### config.mk
export PLATFORM = sky130hd
export DESIGN_NAME = alu_accum
export DESIGN_NICKNAME = d
export VERILOG_FILES = /design/src/rtl/alu_fn_pkg.sv /design/src/rtl/ripple_add4.sv /design/src/rtl/alu_accum.sv
export SDC_FILE = /design/constraint.sdc
export NUM_CORES = 1
export LEC_CHECK = 0
export BUFFER_PORTS_ARGS = -buffer_cell sky130_fd_sc_hd__buf_2
export CAP_MARGIN = 15
export CORE_MARGIN = 10
export CORE_UTILIZATION = 55
export DETAILED_ROUTE_END_ITERATION = 6
export GPL_TIMING_DRIVEN = 0
export PLACE_DENSITY = 0.74
export SYNTH_ARGS = -nofsm -noshare
export SYNTH_HDL_FRONTEND = slang
export SYNTH_SLANG_ARGS = --single-unit
### constraint.sdc
create_clock -name Clock -period 3.49 [get_ports Clock]
set_input_delay 0 -clock Clock [delete_from_list [all_inputs] [get_ports Clock]]
set_output_delay 0 -clock Clock [all_outputs]
set_load 0.1 [all_outputs]
### src/rtl/alu_fn_pkg.sv
// Shared definitions for the lab ALU accumulator: function codes and FSM state encoding.
package alu_fn_pkg;

  localparam logic [2:0] FN_ADD = 3'b000;
  localparam logic [2:0] FN_OR  = 3'b001;
  localparam logic [2:0] FN_AND = 3'b010;
  localparam logic [2:0] FN_CAT = 3'b011;
  localparam logic [2:0] FN_MUL = 3'b100;
  localparam logic [2:0] FN_SHL = 3'b101;
  localparam logic [2:0] FN_SHR = 3'b110;
  localparam logic [2:0] FN_CLR = 3'b111;

  typedef enum logic {
    ST_IDLE,
    ST_MUL
  } state_e;

endpackage

### src/rtl/ripple_add4.sv
// 4-bit ripple-carry adder assembled from full-adder cells.
module ripple_add4 (
  input  logic [3:0] a_i,
  input  logic [3:0] b_i,
  input  logic       cin_i,
  output logic [3:0] sum_o,
  output logic       cout_o
);

  logic [4:0] carry;

  assign carry[0] = cin_i;

  for (genvar g = 0; g < 4; g++) begin : g_fa
    assign sum_o[g]     = a_i[g] ^ b_i[g] ^ carry[g];
    assign carry[g + 1] = (a_i[g] & b_i[g]) | (carry[g] & (a_i[g] ^ b_i[g]));
  end

  assign cout_o = carry[4];

endmodule

### src/rtl/alu_accum.sv
// Registered accumulator stage: combines operand A with R[3:0] on Go; multiply is 4-cycle shift-add.
module alu_accum
  import alu_fn_pkg::*;
(
  input  logic       Clock,
  input  logic       Resetn,
  input  logic [3:0] A,
  input  logic [2:0] Func,
  input  logic       Go,
  output logic [7:0] R,
  output logic       Busy,
  output logic       Done
);

  state_e     state_q, state_d;
  logic [7:0] r_q, r_d;
  logic [3:0] m_q, m_d;
  logic [3:0] q_q, q_d;
  logic [7:0] p_q, p_d;
  logic [1:0] i_q, i_d;
  logic       busy_q, busy_d;
  logic       done_q, done_d;

  logic [3:0] add_sum;
  logic       add_cout;
  logic [7:0] addend;
  logic [7:0] p_next;

  ripple_add4 u_add (
    .a_i    (A),
    .b_i    (r_q[3:0]),
    .cin_i  (1'b0),
    .sum_o  (add_sum),
    .cout_o (add_cout)
  );

  assign addend = q_q[i_q] ? ({4'b0000, m_q} << i_q) : 8'h00;
  assign p_next = p_q + addend;

  always_comb begin
    state_d = state_q;
    r_d     = r_q;
    m_d     = m_q;
    q_d     = q_q;
    p_d     = p_q;
    i_d     = i_q;
    busy_d  = busy_q;
    done_d  = 1'b0;
    unique case (state_q)
      ST_IDLE: begin
        if (Go) begin
          if (Func == FN_MUL) begin
            state_d = ST_MUL;
            m_d     = A;
            q_d     = r_q[3:0];
            p_d     = 8'h00;
            i_d     = 2'd0;
            busy_d  = 1'b1;
          end else begin
            done_d = 1'b1;
            unique case (Func)
              FN_ADD:  r_d = {3'b000, add_cout, add_sum};
              FN_OR:   r_d = {7'b0, |{A, r_q[3:0]}};
              FN_AND:  r_d = {7'b0, &{A, r_q[3:0]}};
              FN_CAT:  r_d = {A, r_q[3:0]};
              FN_SHL:  r_d = r_q << A[2:0];
              FN_SHR:  r_d = r_q >> A[2:0];
              FN_CLR:  r_d = 8'h00;
              default: r_d = r_q;
            endcase
          end
        end
      end
      ST_MUL: begin
        p_d = p_next;
        i_d = i_q + 2'd1;
        // Last iteration writes the full product directly so R never sees a partial value.
        if (i_q == 2'd3) begin
          r_d     = p_next;
          state_d = ST_IDLE;
          busy_d  = 1'b0;
          done_d  = 1'b1;
        end
      end
      default: state_d = ST_IDLE;
    endcase
  end

  always_ff @(posedge Clock or negedge Resetn) begin
    if (!Resetn) begin
      state_q <= ST_IDLE;
      r_q     <= 8'h00;
      m_q     <= 4'h0;
      q_q     <= 4'h0;
      p_q     <= 8'h00;
      i_q     <= 2'd0;
      busy_q  <= 1'b0;
      done_q  <= 1'b0;
    end else begin
      state_q <= state_d;
      r_q     <= r_d;
      m_q     <= m_d;
      q_q     <= q_d;
      p_q     <= p_d;
      i_q     <= i_d;
      busy_q  <= busy_d;
      done_q  <= done_d;
    end
  end

  assign R    = r_q;
  assign Busy = busy_q;
  assign Done = done_q;

endmodule

### Word level (Yosys, flattened, before mapping)

Cells that the tools add are included.

* bits in registers: 29
* output and inout bits: 10
* word-level logic and storage cells: 82

* add/subtract/negate cells: 2
* order comparisons: 1
* equality and inequality tests: 15
* shifts and indexed selects: 3
* muxes and demuxes: 26
* bitwise gates (word level): 18
* reductions and logical operators: 8

Operators by type and width (number)
* $pmux 8 s7: 1
* $mux 8: 6
* $pmux 8 s2: 2
* $eq 3x3->1 const B: 4
* $mux 1: 10
* $add 8x8->8: 1
* $ne 2x2->1 const B: 4
* $ne 8x1->1 const B: 1
* $reduce_and 8->1: 1
* $reduce_or 8->1: 1
* $shl 4x2->8: 1
* $shl 8x3->8: 1
* $shr 8x3->8: 1
* $and 1x1->1: 7
* $ne 7x1->1 const B: 1
* $xor 1x1->1: 7
* $eq 3x2->1 const B: 2
* $pmux 1 s2: 3
* $reduce_and 3->1: 2
* $reduce_and 5->1: 1
* $mux 2: 2
* $pmux 2 s2: 1
* $reduce_and 4->1: 1
* $eq 3x1->1 const B: 1
* other kinds (9): 11

### Depth between registers and ports, before layout

* depth in word-level cells: 11
* gate-level depth with buffers: 11
* mapped depth without buffers: 10

### By module

From an unflattened synthesis, not the netlist that was laid out.

* cells, all modules: 277
* area total of the unflattened synthesis: 2502.4 um2

Modules (own cells, without submodules)
* alu_accum: times used 1, cells each 263, area each 2384.8 um2
* ripple_add4: times used 1, cells each 14, area each 117.6 um2

### Least setup slack after synthesis

Ideal clock, no wire load.

* path type: reg2reg
* start: register r_q[0], in the netlist R[0]
* end: register r_q[3], in the netlist R[3]
* arrival time: 2.681 ns
* required time: 3.358 ns
* setup slack: 0.676 ns
* cell stages (with the launch flop): 9
* buffers on the path: 0
* period minus slack after synthesis: 2.814 ns
* path through: dfrtp_1 > ha_1 > fa_1 > inv_1 > fa_1 > fa_1 > nor3_1 > a211oi_1 > o21ai_0

* word-level cells in the longest chain between the ends: 10
* elaborated cells on any way between the ends: 12

Ends and longest elaborated chain
* from (decl): line alu_accum.sv:16 `logic [7:0] r_q, r_d;`
* from (signal assigned): line alu_accum.sv:101 `r_q <= r_d;`
* $and 1x1->1 (2 in series): line ripple_add4.sv:16 `assign carry[g + 1] = (a_i[g] & b_i[g]) | (carry[g] & (a_i[g] ^ b_i[g]));`
* $or 1x1->1: line ripple_add4.sv:16
* $and 1x1->1: line ripple_add4.sv:16
* $or 1x1->1: line ripple_add4.sv:16
* $xor 1x1->1: line ripple_add4.sv:15 `assign sum_o[g] = a_i[g] ^ b_i[g] ^ carry[g];`
* $pmux 8 s7 (*): line alu_accum.sv:61 `unique case (Func)`
* $mux 8 (*): line alu_accum.sv:52 `if (Func == FN_MUL) begin`
* $mux 8 (*): line alu_accum.sv:51 `if (Go) begin`
* $pmux 8 s2 (*): line alu_accum.sv:49 `unique case (state_q)`

Mark *: on every way between the ends. The rest lies on a longest branch, timed or not. The select of a mux whose other input is x is not followed.
A chain may end at the register's enable or synchronous reset.

### Worst setup path after layout

* start: register i_q[1]
* end: register r_q[6], in the netlist R[6]

* word-level cells in the longest chain between the ends: 6
* elaborated cells on any way between the ends: 10

Ends and longest elaborated chain
* from (decl): line alu_accum.sv:20 `logic [1:0] i_q, i_d;`
* from (signal assigned): line alu_accum.sv:105 `i_q <= i_d;`
* $bmux 1 s2: line alu_accum.sv:37 `assign addend = q_q[i_q] ? ({4'b0000, m_q} << i_q) : 8'h00;`
* $mux 1 (implied by the code): line alu_accum.sv:37
* $mux 8: line alu_accum.sv:37
* $add 8x8->8: line alu_accum.sv:38 `assign p_next = p_q + addend;`
* $mux 8: line alu_accum.sv:78 `if (i_q == 2'd3) begin`
* $pmux 8 s2: line alu_accum.sv:49

Several ways; a longest one is shown, not always the timed one. The select of a mux whose other input is x is not followed.

==> results.sh <==
export IMPL_status="finished, final reports clean"
export IMPL_yosysUniqueCellTypes=61
export IMPL_drive_above_1_share_pct=17.97
export IMPL_cp_start_kind="flip-flop"
export IMPL_hp_class="input pin to flip-flop"
export IMPL_routed_wl_met2_um=3320
export IMPL_slew_headroom_pct=54.92
export IMPL_cts_max_level=2
export IMPL_io_pins=20
export IMPL_ys_warn_count=0
export IMPL_clk_pin_slew_ns=0.07
export IMPL_max_freq_mhz=345.7
export IMPL_ys_async_sr_fraction_pct=100.0
export IMPL_synth_edf_count=0
export IMPL_ant_nets=0
export IMPL_cap_violations=0
export IMPL_clock_skew_ns=0.009751
export IMPL_final_cell_mix="nand2_1, dfrtp_1, buf_2"
export IMPL_finalWirelength_um=7029
export IMPL_fin_area_um2=2756
export IMPL_cp_end_kind="flip-flop"
export IMPL_syn_area_um2=2505
export IMPL_ys_ff_latch=29
export IMPL_cts_sinks=29
export IMPL_grt_max_degree=30
export IMPL_cts_buffers=5
export IMPL_maxSlewViolCount=0
export IMPL_drtPass1Iterations=4
export IMPL_cts_setup_buffers=0
export IMPL_post_drt_wl_per_cell_um=19.63
export IMPL_synth_mux_area_share_pct=11.44
export IMPL_route_met3_wl_um=607
export IMPL_avgViaCountPerCell=6.492
export IMPL_rows=24
export IMPL_worstSetupPathType="flip-flop to flip-flop"
export IMPL_fp_dieH_um=87.49
export IMPL_cts_resized=0
export IMPL_place_congestion=0.9990
export IMPL_vias=2324
export IMPL_portBuffers=18
export IMPL_place_area_um2=2660
export IMPL_die_w_um=87.49
export IMPL_dieArea_um2=7654
export IMPL_cp_arrival_ns=3.07
export IMPL_grt_pass1_wl_um=11750
export IMPL_post_route_drc_count=0
export IMPL_crit_required_ns=3.67
export IMPL_overflow=0
export IMPL_syn_nets=303
export IMPL_tns_ns=0
export IMPL_clk_latency_ns=0.29
export IMPL_syn_inst=279
export IMPL_p_leak_nw=1.223
export IMPL_nets=329
export IMPL_drt_iter0_markers=163
export IMPL_mostFrequentLayoutCell="nand2_1"
export IMPL_finalCritPeriodShare_pct=82.89
export IMPL_yosys_area_share_simple_pct=19.18
export IMPL_tightest_slew_ns=0.6762
export IMPL_clock_tree_buffer_depth=2
export IMPL_cts_tree="built"
export IMPL_area_delta_synth_final_pct=10.04
export IMPL_vdd_drop_max_v=0.0005870
export IMPL_yosys_area_share_adder_pct=8.192
export IMPL_finalPower_w=0.002307
export IMPL_top_layer="met4"
export IMPL_setup_viol=0
export IMPL_start_util_pct=57.13
export IMPL_synth_xor_area_share_pct=1.399
export IMPL_core_um2=4384
export IMPL_clockRootBuffer="clkbuf_8"
export IMPL_ys_seq_area_share_pct=28.97
export IMPL_synth_top_family_by_area="compound AO/OA/AOI/OAI gates"
export IMPL_hold_viol=0
export IMPL_synthFlopType="dfrtp_1"
export IMPL_n_antenna_cell=0
export IMPL_grt_pass1_vias=2270
export IMPL_fin_util_pct=62.87
export IMPL_p_per_area_nw_per_um2=837.0
export IMPL_syn_area_per_cell_um2=8.978
export IMPL_met1Wirelength_um=2940
export IMPL_synth_compound_area_share_pct=23.68
export IMPL_fin_crit_ns=2.893
export IMPL_grt_use_total_pct=19.20
export IMPL_cts_hold_buf=1
export IMPL_rsz0062_at_grt="false"
export IMPL_antenna_found_initial=0
export IMPL_crit_fanout=10
export IMPL_hpwl_um=5263
==> power by group <==
group | internal (W) | switching, W
sequential | 0.000479 | 0.000177
clock | 0.000137 | 0.000143
combinational | 0.000438 | 0.000932
==> metrics by stage <==
stage / std cells / worst slack, ns / hold slack [ns]
2_1_floorplan: 279 / 0.6765 / -0.2956
3_3_place_gp: 349 / 0.6817 / 0.05585
3_5_place_dp: 349 / 0.6593 / 0.07263
4_1_cts: 358 / 0.6332 / 0.07071
5_1_grt: 358 / 0.4499 / 0.09297
6_report: 358 / 0.5973 / 0.07078
==> cell usage after synthesis, drive strengths merged (2+ instances only) <==
| master | instances | share of area, % |
|---|---|---|
| nor2b | 5 | 1.5 |
| nor3 | 10 | 2.0 |
| or3b | 2 | 0.80 |
| buf | 12 | 3.8 |
| ha | 10 | 5.0 |
| mux2i | 14 | 5.6 |
| a21o | 3 | 0.90 |
| a21boi | 2 | 0.60 |
| nand2 | 32 | 4.8 |
| clkbuf | 8 | 1.2 |
| xor2 | 3 | 1.0 |
| a21oi | 12 | 2.5 |
| a211o | 2 | 0.70 |
| o211ai | 2 | 0.60 |
| o21ai | 21 | 4.2 |
| a221oi | 2 | 0.95 |
| a2111oi | 3 | 1.3 |
| fa | 4 | 3.2 |
| a22oi | 5 | 1.5 |
| nor4 | 2 | 0.50 |
| nand3b | 8 | 2.4 |
| o31ai | 4 | 1.2 |
| a211oi | 7 | 2.1 |
| mux4 | 4 | 3.6 |
| or4 | 3 | 0.90 |
| mux2 | 5 | 2.2 |
| o22ai | 3 | 0.75 |
| nor2 | 15 | 2.3 |
| inv | 14 | 2.1 |
| a32oi | 2 | 0.70 |
| a22o | 3 | 1.0 |
| dfrtp | 29 | 29 |
| and2 | 4 | 1.0 |
| a31oi | 4 | 1.6 |
| nand3 | 5 | 1.0 |
==> layer usage <==
metal | GRT usage [%] | vias to the layer above
met2 | 30.75 | 112
met4 | 7.681 | 0
met1 | 24.76 | 1109
met5 | 0 | -
li1 | - | 1086
met3 | 3.464 | 17
==> registers in the layout, indices dropped and copies added (netlist names) <==
name and count:
Done 1, q_q 4, p_q 8, Busy 1, i_q 2, state_q 1, R 8, m_q 4
==> cell type report <==
cell class	instances	area (um^2)
multi-input cells	216	1600
flip-flops and latches	29	725.7
inverters	14	52.55
repair buffers	19	100.1
clock inverters	3	17.52
fillers	376	1628
well taps	52	65.06
plain buffers	20	126.4
clock buffers	5	68.82
==> cell families (layout without fill, tap and decap cells) <==
logic type	count (synthesis)	after routing
DFF	29	29
adders and majority gates	14	14
and+or+nand+nor	92	92
AOI/OAI and AO/OA	83	83
muxes	23	23
buffers and inverters	34	61
xor gates and xnor gates	4	4
==> worst paths after layout <==
| check | from | to | slack (ns) | cells past startpoint |
|---|---|---|---|---|
| max | i_q[1] | R[6] | 0.60 | 9 |
| min | A[3] | m_q[3] | 0.07 | 3 |
| max reg2reg | i_q[1] | R[6] | 0.60 | 9 |
| min reg2reg | p_q[3] | p_q[3] | 0.49 | 2 |
| max in group asynchronous | Resetn | m_q[2] | 2.77 | 2 |
| min in group asynchronous | Resetn | p_q[6] | 0.28 | 2 |
==> critical path: stages (launching register included) <==
cell and delay, ns:
dfrtp_1 0.35, clkbuf_1 0.34, mux2_2 0.40, o211a_1 0.22
ha_1 0.32, a21oi_1 0.25, a2111oi_0 0.14, a211oi_1 0.40
nor2_1 0.08, a211o_1 0.28
No activity file was read; power rests on OpenSTA's default activity.
